[config.mk]
export PLATFORM = sky130hd
export DESIGN_NAME = register_access_ctrl
export DESIGN_NICKNAME = d
export VERILOG_FILES = /design/src/rtl/register_access_ctrl_pkg.sv /design/src/rtl/register_access_ctrl_mask_encoder.sv /design/src/rtl/register_access_ctrl.sv
export SDC_FILE = /design/constraint.sdc
export NUM_CORES = 1
export LEC_CHECK = 0
export CORE_MARGIN = 3
export CORE_UTILIZATION = 29
export CTS_CLUSTER_DIAMETER = 150
export DETAILED_ROUTE_END_ITERATION = 16
export PLACE_DENSITY = 0.84
export SETUP_SLACK_MARGIN = 0.05
export SLEW_MARGIN = 20
export SYNTH_ARGS = -nofsm -noshare
export SYNTH_HDL_FRONTEND = slang
export SYNTH_HIERARCHICAL = 1
export SYNTH_SLANG_ARGS = --single-unit
[constraint.sdc]
create_clock -name clock -period 2.6 [get_ports clock]
set_input_delay 0.39 -clock clock [delete_from_list [all_inputs] [get_ports clock]]
set_output_delay 0.39 -clock clock [all_outputs]
set_load 0.01 [all_outputs]
[src/rtl/register_access_ctrl_pkg.sv]
// Shared definitions for register_access_ctrl: transfer size encodings,
// controller state enum and per-size RAM byte-enable patterns.
package register_access_ctrl_pkg;

    // Transfer size encodings. The fourth code (2'b11) is handled as long.
    localparam logic [1:0] SIZE_BYTE = 2'b00;
    localparam logic [1:0] SIZE_WORD = 2'b01;
    localparam logic [1:0] SIZE_LONG = 2'b10;

    // RAM byte-lane enables for each transfer size.
    localparam logic [3:0] BE_BYTE = 4'b0001;
    localparam logic [3:0] BE_WORD = 4'b0011;
    localparam logic [3:0] BE_LONG = 4'b1111;

    typedef enum logic [2:0] {
        ST_IDLE,
        ST_WRITE,
        ST_READ_ADDR,
        ST_READ_DATA,
        ST_DONE
    } state_t;

    // Map a transfer size to its byte-lane enable pattern.
    function automatic logic [3:0] size_to_be(input logic [1:0] size);
        logic [3:0] be;
        case (size)
            SIZE_BYTE: be = BE_BYTE;
            SIZE_WORD: be = BE_WORD;
            default:   be = BE_LONG;
        endcase
        return be;
    endfunction

endpackage

[src/rtl/register_access_ctrl_mask_encoder.sv]
// register_mask_encoder: lowest-set-bit priority encoder over the 8-bit
// register mask. Produces the index of the lowest set bit and an any-set flag.
module register_mask_encoder (
    input  logic [7:0] mask,
    output logic [2:0] index,
    output logic       any_set
);

    // Scan from the top bit down so the lowest set bit is written last and wins.
    always_comb begin
        // NOTE: every combinational output gets a default first; otherwise a path
        // that never assigns it infers a latch.
        index   = 3'd0;
        any_set = |mask;
        for (int i = 7; i >= 0; i--) begin
            if (mask[i]) begin
                index = 3'(i);
            end
        end
    end

endmodule

[src/rtl/register_access_ctrl.sv]
// register_access_ctrl: sequences single- or multi-register (mask-driven)
// read/write requests onto the 8x32 single-port register RAM and returns read
// data with size extension. The RAM registers its address, so each read takes
// an address cycle (READ_ADDR) followed by a data cycle (READ_DATA).
// Optional feature: define REGISTER_ACCESS_SIGN_EXTEND_EN to sign-extend byte
// and word reads; otherwise they are zero-extended.
module register_access_ctrl
    import register_access_ctrl_pkg::*;
(
    input  logic        clock,
    input  logic        reset,
    input  logic        req_valid,
    output logic        req_ready,
    input  logic        req_write,
    input  logic [1:0]  req_size,
    input  logic [7:0]  req_mask,
    input  logic        wdata_valid,
    output logic        wdata_ready,
    input  logic [31:0] wdata,
    output logic        rd_valid,
    input  logic        rd_ready,
    output logic [31:0] rd_data,
    output logic [2:0]  rd_reg,
    output logic        done,
    output logic [2:0]  ram_address,
    output logic [3:0]  ram_byte_enable,
    output logic        ram_write_enable,
    output logic [31:0] ram_data_input,
    input  logic [31:0] ram_data_output
);

    state_t      state_q, state_d;
    logic [7:0]  mask_q;
    logic        write_q;
    logic [1:0]  size_q;
    logic [2:0]  cur_idx;
    logic        mask_any;
    logic [7:0]  mask_rest;
    logic        accept;
    logic        xfer;

    register_mask_encoder u_mask_encoder (
        .mask    (mask_q),
        .index   (cur_idx),
        .any_set (mask_any)
    );

    // Mask left once the register currently being served is retired.
    assign mask_rest = mask_q & ~(8'd1 << cur_idx);

    // Extend raw RAM data to 32 bits according to the latched transfer size.
    function automatic logic [31:0] extend_read(input logic [31:0] raw, input logic [1:0] size);
        logic [31:0] ext;
        case (size)
`ifdef REGISTER_ACCESS_SIGN_EXTEND_EN
            SIZE_BYTE: ext = {{24{raw[7]}}, raw[7:0]};
            SIZE_WORD: ext = {{16{raw[15]}}, raw[15:0]};
`else
            SIZE_BYTE: ext = {24'd0, raw[7:0]};
            SIZE_WORD: ext = {16'd0, raw[15:0]};
`endif
            default:   ext = raw;
        endcase
        return ext;
    endfunction

    // State register and request latches; reset discards any in-flight request.
    always_ff @(posedge clock or posedge reset) begin
        // NOTE: sequential state is updated with non-blocking assignments so every
        // register samples pre-edge values regardless of statement order.
        if (reset) begin
            state_q <= ST_IDLE;
            mask_q  <= 8'd0;
            write_q <= 1'b0;
            size_q  <= SIZE_LONG;
        end else begin
            state_q <= state_d;
            if (accept) begin
                mask_q  <= req_mask;
                write_q <= req_write;
                size_q  <= req_size;
            end else if (xfer) begin
                mask_q <= mask_rest;
            end
        end
    end

    // Next-state decode and handshake/RAM outputs for the current state.
    always_comb begin
        state_d          = state_q;
        req_ready        = 1'b0;
        wdata_ready      = 1'b0;
        rd_valid         = 1'b0;
        rd_data          = 32'd0;
        rd_reg           = 3'd0;
        done             = 1'b0;
        ram_write_enable = 1'b0;
        accept           = 1'b0;
        xfer             = 1'b0;
        ram_address      = (state_q == ST_IDLE) ? 3'd0 : cur_idx;
        ram_byte_enable  = size_to_be(size_q);
        ram_data_input   = wdata;
        case (state_q)
            ST_IDLE: begin
                req_ready = 1'b1;
                accept    = req_valid;
                if (req_valid) begin
                    if (req_mask == 8'd0) state_d = ST_DONE;
                    else if (req_write)   state_d = ST_WRITE;
                    else                  state_d = ST_READ_ADDR;
                end
            end
            ST_WRITE: begin
                wdata_ready      = 1'b1;
                ram_write_enable = wdata_valid & mask_any;
                xfer             = ram_write_enable;
                if (xfer && mask_rest == 8'd0) state_d = ST_DONE;
            end
            ST_READ_ADDR: begin
                state_d = ST_READ_DATA;
            end
            ST_READ_DATA: begin
                rd_valid = 1'b1;
                rd_reg   = cur_idx;
                rd_data  = extend_read(ram_data_output, size_q);
                xfer     = rd_ready;
                if (rd_ready) state_d = (mask_rest == 8'd0) ? ST_DONE : ST_READ_ADDR;
            end
            ST_DONE: begin
                done    = 1'b1;
                state_d = ST_IDLE;
            end
            default: state_d = ST_IDLE;
        endcase
        // write_q only steers the IDLE branch choice at accept; keep it observable.
        if (state_q == ST_WRITE && !write_q) ram_write_enable = 1'b0;
    end

endmodule

==> results.toml, run 1 <==
[sta]
worst_pin_slew_ps = 545
fin_crit_sh_pct = 93.1
fmax_ghz = 0.413
min_period_ps = 2420
hold_viol_final = 0
setup_violations = 0
relSlewSlack_pct = 63.6
slew_viol_final = 0
fin_skew_ps = 2.72
rsz0062_at_grt = "yes"
setup_tns_ps = 0

[floorplan]
die_area_um2 = 6070
io_pins = 159
coreArea_um2 = 4850
std_cell_rows = 25
die_x_um = 77.9
die-height_um = 77.9
floorplan.initialDensity_pct = 30.9

[final_layout]
areaGrowthSynthToFinish_pct = 53.2
nFillCells = 469
final_nets = 325
stdcell_area_um2 = 2300
final_core_util_pct = 47.4
n_antenna_cell = 0
drive_gt1_share_pct = 9.02

[flow_run]
maxCapViolCount = 0

[logic_synthesis]
synth-simple-area-share_pct = 35.7
synthMuxAreaShare_pct = 4.92
synthXorXnorAreaFrac_pct = 0
yosysTopAreaCell = "dfrtp_1"
synth_edf_count = 0
syn_area_um2 = 1500
synth.avg_cell_area_um2 = 7.98
syn_nets = 268
synth_top_family_by_area = "simple AND/OR/NAND/NOR gates"
synth_compound_area_share_pct = 12.3
synth_top_area_share_pct = 21.7
synthArstFlopShare_pct = 100
syn-instance-count = 188
synthFlopType = "dfrtp_1"
synthAdderAreaFrac_pct = 0
ys_warn_count = 6
synth.top_cells.by_area = "dfrtp_1, buf_4, and3_1"
ys_ff_latch = 14
ys_top_cells_by_count = "and3_1, buf_4, dfrtp_1"
yosysSeqAreaShare_pct = 23.4
synth_cell_types = 48

[global_routing]
grt_pass1_wl_um = 7020
first_global_vias = 1461
grt_max_degree = 26
grt.total_usage_pct = 13.8
overflow = 0
antenna_found_initial = 0

[place]
gp_congestion = 0.896
hpwl_um = 3600
place_area_um2 = 2240
io_buffers = 93

[worst_setup_path]
cp-end-kind = "primary output"
critPathRequiredTime_ps = 2210
critPathLaunchType = "register"
path_class = "reg -> out"
crit_fanout = 20
cp.arrival_ps = 2030

[route]
via_per_inst = 4.98
wl_um = 4440
wl_per_cell_um = 14.3
ant_nets = 0
drc = 0
vias = 1548
drtIter0Drc = 94
dr.pass1.iters = 5

[clock_tree]
cts_tree = "yes"
clock_latency_ps = 250
cts_max_level = 1
clkSlewWorstSetupHoldPaths_ps = 60
cts_buffer_depth = 2
clock-sinks = 14
cts-hold-fix-buffers = 0
cts_root_buf = "clkbuf_8"
cts_buffers = 3

[pwr]
switching_share_pct = 43.1
power_switching_mw = 0.974
p_leak_nw = 0.994
clkPwrFrac_pct = 9.6
p_per_area_nw_per_um2 = 984
internal_power_mw = 1.29
p_comb_share_pct = 68.2
seqPwrFrac_pct = 22.1
ir_drop_mv = 0.496

[worst_hold_path]
hp-class = "in -> async"

[outcome]
status = "complete, no violations"
==> critical path, cell delays in order (launching register included) <==
cell	delay, ps
dfstp_2	680
or2_0	350
and3_1	220
clkdlybuf4s50_1	530
==> power groups by stage <==
stage	clock network, mW	logic, mW	registers [mW]
after floorplan	0	1.03	0.420
after global placement	0	1.51	0.490
after detailed placement	0	1.53	0.497
after CTS	0.226	1.54	0.493
after global routing	0.232	1.69	0.525
final	0.218	1.54	0.501
==> registers in the layout, summed over array words and instances, names as in the netlist <==
signal / flops
mask_q: 8
state_q: 3
size_q: 2
write_q: 1
==> repair_timing <==
| action | CTS | global route |
|---|---|---|
| setup endpoints to repair | 0 | 2 |
| buffers inserted | 0 | 0 |
| resized for setup | 0 | 1 |
==> layout make-up <==
cell class              count  area [um2]  area share (%)
well taps                  67        83.8            3.65
multi-input cells         121         806            35.1
clock buffers               4        55.1            2.40
inverters                   5        18.8           0.817
repair buffers            100         983            42.8
flip-flops and latches     14         352            15.3
==> through the flow <==
step,total power [mW],std cells,hold WS (ps),worst slack (ps)
3_3_place_gp,2.00,307,467,337
2_1_floorplan,1.45,188,279,382
3_5_place_dp,2.03,307,482,270
4_1_cts,2.26,311,496,129
5_1_grt,2.45,311,530,62.9
6_report,2.26,311,484,178
==> routing by layer <==
layer	share of wire, %	routed length (um)	vias up	global-route usage [%]
li1	-	-	742	-
met1	41	1810	715	16.9
met2	49	2170	76	24.0
met3	8.3	368	15	3.48
met4	2.0	87	0	3.67
met5	0	0	-	0
==> placed cells by master, fill, tap and decap left out, types with 2 or more instances in the layout <==
cell / n
and3_1: 36
and2_1: 2
o221ai_1: 2
clkdlybuf4s50_1: 93
or2_2: 2
o21ai_1: 8
mux2i_1: 4
buf_4: 7
nor2b_1: 6
mux2_1: 3
inv_1: 3
a21oi_1: 4
nor3_1: 2
nor4_1: 3
clkbuf_8: 4
nand3_1: 3
nand2b_1: 4
a31oi_1: 3
nor2_1: 5
o311ai_1: 2
dfrtp_1: 13
inv_2: 2
nand2_1: 8
==> cell families after synthesis <==
group           after synthesis
other cells                   1
mux                           7
simple gates                 85
buf+inv                      53
flops                        14
compound gates               28
==> worst paths after layout <==
| check | slack [ps] | depth (start not counted) | from | end |
|---|---|---|---|---|
| worst max-delay path | 180 | 3 | size_q[1] | rd_data[8] |
| min in group clock | 490 | 1 | size_q[0] | size_q[0] |
| worst min-delay path | 480 | 2 | reset | state_q[2] |
| max in group asynchronous | 1750 | 2 | reset | size_q[1] |
| worst min register to register | 490 | 1 | size_q[0] | size_q[0] |
| worst max register to register | 220 | 7 | mask_q[4] | state_q[0] |
No activity file was read; power rests on OpenSTA's default activity.
==> run 2: changes to the inputs <==
--- a/config.mk
+++ b/config.mk
@@ -14,5 +14,4 @@
 export SLEW_MARGIN = 20
 export SYNTH_ARGS = -nofsm -noshare
 export SYNTH_HDL_FRONTEND = slang
-export SYNTH_HIERARCHICAL = 1
 export SYNTH_SLANG_ARGS = --single-unit
==> run 2 against run 1 <==
Compared with the run above:
- total power shrank 17%
- global-route usage grew 1.5 points
- via count grew 2.1%
- largest power group unchanged
==> results.toml, run 2 <==
[sta]
hold_viol_final = 0
fin_skew_ps = 4.40
fmax_ghz = 0.409
min_period_ps = 2450
rsz0062_at_grt = "yes"
setup_violations = 0
setup_tns_ps = 0
slew_viol_final = 0
fin_crit_sh_pct = 94.1
worst_pin_slew_ps = 538
relSlewSlack_pct = 64.1

[worst_setup_path]
regToRegSetupSlack_ps = 530
crit_path_top_delay_cell = "or4_4"
worst-path-buf-inv = 1
crit_fanout = 10
cp-end-kind = "primary output"
critical-path-top-delay-family = "simple AND/OR/NAND/NOR gates"
path_class = "reg -> out"
critPathRequiredTime_ps = 2210
slowest_delay_ps = 600
critPathLaunchType = "register"
cp.arrival_ps = 2060
path_cells = "or4_4 > o211ai_2 > nor2_1 > clkdlybuf4s50_1"

[clock_tree]
cts_root_buf = "clkbuf_8"
clock_latency_ps = 250
cts-hold-fix-buffers = 0
cts_buffer_depth = 2
cts_max_level = 1
clkSlewWorstSetupHoldPaths_ps = 60
cts_setup_buffers = 0
cts_buffers = 3
cts_tree = "yes"
clock-sinks = 14

[floorplan]
die-height_um = 78.1
std_cell_rows = 25
floorplan.initialDensity_pct = 30.9
die_area_um2 = 6110
coreArea_um2 = 4880
io_pins = 159
die_x_um = 78.1

[logic_synthesis]
synth.avg_cell_area_um2 = 8.07
yosysSeqAreaShare_pct = 23.3
synthArstFlopShare_pct = 100
synth.most_common_cell = "buf_4"
synth_top_area_share_pct = 21.6
syn-instance-count = 187
ys_top_cells_by_count = "buf_4, and3_1, dfrtp_1"
synth.top_cells.by_area = "dfrtp_1, buf_4, and3_1"
syn_area_um2 = 1510
synth_cell_types = 44
synth_edf_count = 0
syn_nets = 267
yosysTopAreaCell = "dfrtp_1"
synthFlopType = "dfrtp_1"
ys_warn_count = 0
ys_ff_latch = 14

[place]
io_buffers = 93
hpwl_um = 3970
gp_congestion = 0.854

[final_layout]
final_common_cell = "clkdlybuf4s50_1"
top_register = "mask_q"
final_nets = 320
largest_register_ff_count = 8
areaGrowthSynthToFinish_pct = 51.2
most-common-layout-cells = "clkdlybuf4s50_1, and3_1, nand2_1, dfrtp_1"
nFillCells = 469
drive_gt1_share_pct = 11.7
n_antenna_cell = 0
reg.largest.list = "mask_q (8), state_q (3), size_q (2)"

[global_routing]
antenna_found_initial = 0
grt.total_usage_pct = 15.3
overflow = 0
first_global_vias = 1495
grt_max_degree = 34
grt_pass1_wl_um = 7510

[pwr]
p_per_area_nw_per_um2 = 821
power_mw = 1.87
power_switching_mw = 0.790
switching_share_pct = 42.2
seqPwrFrac_pct = 27.8
p_leak_nw = 0.984
p_comb_share_pct = 60.6
internal_power_mw = 1.08
clkPwrFrac_pct = 11.5
ir_drop_mv = 0.317

[worst_hold_path]
hp-class = "reg -> reg"

[route]
ant_nets = 0
via_per_inst = 5.16
vias = 1580
wl_per_cell_um = 16.0
drtIter0Drc = 56
wl_um = 4900
drc = 0
dr.pass1.iters = 4

[outcome]
status = "complete, no violations"

[flow_run]
maxCapViolCount = 0
## run 2: changes by cell type in the layout (fill, tap and decap cells not counted), moves of 4 or more
cell	change
nor2_1	+4
and2_1	+7
a221o_2	+4
o21ai_1	-8
and3_1	-12
a211oi_1	+6
nor2b_1	-4
inv_1	+5
mux2i_1	-4
buf_4	-4
o21ai_0	+4
## run 2: cells by family after synthesis
logic type,after synthesis,share of synthesized area [%]
compound gates,41,23.1
other cells,1,0.249
flops,14,23.3
simple gates,74,28.2
buf+inv,57,25.2
## run 2: worst paths after layout
| path | depth (start not counted) | to | startpoint |
|---|---|---|---|
| worst max-delay path | 4 | ram_write_enable | mask_q[4] |
| worst min-delay path | 2 | size_q[0] | size_q[0] |
| worst max register to register | 4 | mask_q[5] | state_q[1] |
| worst min register to register | 2 | size_q[0] | size_q[0] |
| max in group asynchronous | 2 | mask_q[1] | reset |
| min in group asynchronous | 2 | size_q[0] | reset |
## run 2: power by group through the flow
stage / Combinational (mW) / Sequential, mW / Clock, mW
floorplan: 0.840 / 0.396 / 0
global placement: 1.12 / 0.503 / 0
detailed placement: 1.13 / 0.512 / 0
CTS: 1.13 / 0.511 / 0.219
global route: 1.24 / 0.544 / 0.230
finish: 1.14 / 0.521 / 0.216
## run 2: stage by stage
stage / utilization [%] / instances / hold WS, ps / instance area [um2] / worst slack, ps
6_report: 46.8 / 306 / 471 / 2280 / 155
5_1_grt: 46.8 / 306 / 520 / 2280 / 25.8
4_1_cts: 46.5 / 306 / 479 / 2270 / 88.7
3_5_place_dp: 45.4 / 302 / 466 / 2220 / 256
3_3_place_gp: 45.4 / 302 / 458 / 2220 / 265
2_1_floorplan: - / 187 / 279 / 1510 / 697
## run 2: layout make-up
cell class,count,area (um2),share of cell area [%]
timing repair buffer,97,973,42.7
multi-input combinational,116,786,34.4
sequential,14,354,15.5
tap,67,83.8,3.67
clock buffer,4,55.1,2.41
inverter,8,30.0,1.32
## run 2: repair_timing
action | 4_1_cts | 5_1_grt
hold endpoints to repair | 0 | 0
endpoints found under the setup margin | 2 | 4
resized for setup | 3 | 4
cloned | 0 | 0
## run 2: routing by layer
| layer | up-vias | GRT usage, % | share of wire [%] |
|---|---|---|---|
| met1 | 739 | 17.5 | 38 |
| met4 | 0 | 4.72 | 1.2 |
| li1 | 738 | - | - |
| met2 | 93 | 28.2 | 51 |
| met5 | - | 0 | 0 |
| met3 | 10 | 3.56 | 9.6 |
## run 2: worst min-delay path: stages (launching register included)
cell and delay, ps:
dfrtp_1 340, nand2_1 50, nand2_1 60
==> run 3: changes to the inputs <==
--- a/config.mk
+++ b/config.mk
@@ -5,10 +5,12 @@
 export SDC_FILE = /design/constraint.sdc
 export NUM_CORES = 1
 export LEC_CHECK = 0
+export CORE_ASPECT_RATIO = 0.75
 export CORE_MARGIN = 3
 export CORE_UTILIZATION = 29
 export CTS_CLUSTER_DIAMETER = 150
 export DETAILED_ROUTE_END_ITERATION = 16
+export GPL_ROUTABILITY_DRIVEN = 0
 export PLACE_DENSITY = 0.84
 export SETUP_SLACK_MARGIN = 0.05
 export SLEW_MARGIN = 20
==> run 3 against run 2 <==
Compared with the run above:
- design area shrank 1.3%
- count of clock-buffer cells in the layout is the same
- non-clock buffer count unchanged
- register-to-register slack improved by 40 ps
- hold slack better by 1.7 ps
- wire length down 1.2%
- worst setup slack lost 11 ps
- core utilization down 1.3 points
- global-route usage decreased by 0.70 points
- first-iteration DRC count rose by 84%
- clock power down 13%
- final cell count shrank 2.3%
- critical endpoint is now ram_address[0]
==> results.toml, run 3 (synthesized netlist as in run 2, its figures left out) <==
[outcome]
status = "complete, no violations"

[final_layout]
areaGrowthSynthToFinish_pct = 49.3
stdcell_area_um2 = 2250
drive_gt1_share_pct = 10.5
largest_register_ff_count = 8
top_register = "mask_q"
nFillCells = 479
most-common-layout-cells = "clkdlybuf4s50_1, and3_1, nand2_1, dfrtp_1"
reg.largest.list = "mask_q (8), state_q (3), size_q (2)"
final_common_cell = "clkdlybuf4s50_1"
n_antenna_cell = 0
final_nets = 320

[route]
ant_nets = 0
vias = 1495
wl_um = 4840
drc = 0
via_per_inst = 5.00
dr.pass1.iters = 4
wl_per_cell_um = 16.2
drtIter0Drc = 103

[worst_setup_path]
crit_fanout = 7
path_class = "reg -> out"
critPathRequiredTime_ps = 2210
path_cells = "nand2b_1 > a21oi_1 > o21bai_1 > a211oi_1 > clkdlybuf4s50_1"
critPathLaunchType = "register"
cp.arrival_ps = 2070
crit_path_top_delay_cell = "clkdlybuf4s50_1"
regToRegSetupSlack_ps = 570
cp-end-kind = "primary output"
slowest_delay_ps = 590

[clock_tree]
cts_max_level = 1
cts_setup_buffers = 0
cts_tree = "yes"
clock_latency_ps = 250
clock-sinks = 14
clkSlewWorstSetupHoldPaths_ps = 60
cts_root_buf = "clkbuf_8"
cts_buffer_depth = 2
cts_buffers = 3
cts-hold-fix-buffers = 0

[floorplan]
die_area_um2 = 6110
std_cell_rows = 22
floorplan.initialDensity_pct = 30.5
coreArea_um2 = 4950
io_pins = 159
die_x_um = 89.3
die-height_um = 68.5

[sta]
min_period_ps = 2460
fin_crit_sh_pct = 94.5
setup_violations = 0
rsz0062_at_grt = "no"
relSlewSlack_pct = 61.2
fin_skew_ps = 5.30
fmax_ghz = 0.407
hold_viol_final = 0
setup_tns_ps = 0
slew_viol_final = 0
worst_pin_slew_ps = 581

[place]
hpwl_um = 3830
place_area_um2 = 2210
io_buffers = 93

[global_routing]
grt.total_usage_pct = 14.6
grt_pass1_wl_um = 6950
grt_max_degree = 34
first_global_vias = 1393
antenna_found_initial = 0
overflow = 0

[pwr]
ir_drop_mv = 0.213
p_leak_nw = 0.957
p_per_area_nw_per_um2 = 818

[worst_hold_path]
hp-class = "reg -> reg"

[flow_run]
maxCapViolCount = 0
run 3: changes by cell type in the layout (fill, tap and decap cells not counted):
| cell | change |
|---|---|
| a211oi_1 | +1 |
| clkdlybuf4s50_1 | +1 |
| or4_1 | +1 |
| clkbuf_1 | +1 |
| or4_4 | -1 |
| dlymetal6s2s_1 | -1 |
| a211oi_2 | -1 |
| clkbuf_8 | -1 |
run 3: final cells by class:
cell class	instances	area, um2	share of cell area (%)
Multi-Input combinational cell	116	777	34.5
Sequential cell	14	354	15.7
Tap cell	60	75.1	3.33
Timing Repair Buffer	97	971	43.1
Clock buffer	4	45.0	2.00
Inverter	8	30.0	1.33
run 3: worst max-delay path, delay by kind of cell (launching register included):
kind | cells | cell delay (ps)
AOI/OAI and AO/OA | 3 | 620
buffers and inverters | 1 | 590
DFF | 1 | 440
and+or+nand+nor | 1 | 170
run 3: report_power, final:
group	switching, mW	internal (mW)
clock network	0.0799	0.109
registers	0.180	0.325
logic	0.526	0.623
run 3: stage by stage:
stage	utilization [%]	hold slack, ps	instances	power (mW)	setup slack (ps)
after floorplan	-	279	187	1.24	697
after global placement	44.5	455	295	1.61	303
after detailed placement	44.5	458	295	1.64	285
after CTS	45.4	473	299	1.84	148
after global routing	45.5	516	299	1.98	56.4
final	45.5	472	299	1.84	144
run 3: path summary, 6_finish.rpt:
kind                            startpoint              to  depth (start not counted)
worst max-delay path             mask_q[6]  ram_address[0]                          5
min in group asynchronous            reset       mask_q[3]                          2
worst min register to register   size_q[0]       size_q[0]                          2
max in group asynchronous            reset       mask_q[2]                          2
worst max register to register  state_q[1]       mask_q[5]                          4
worst min-delay path             size_q[0]       size_q[0]                          2
run 3: repair_timing:
item                       in CTS  in global routing
setup endpoints to repair       2                  3
cloned                          0                  0
gates resized for setup         3                  1
run 3: routing by layer:
layer  GRT usage (%)  part of all wire (%)  vias up
met5               0                     0        -
met4            5.95                   1.4        0
met3            4.57                   7.1        7
met2            20.9                    46       58
met1            20.3                    45      694
li1                -                     -      736
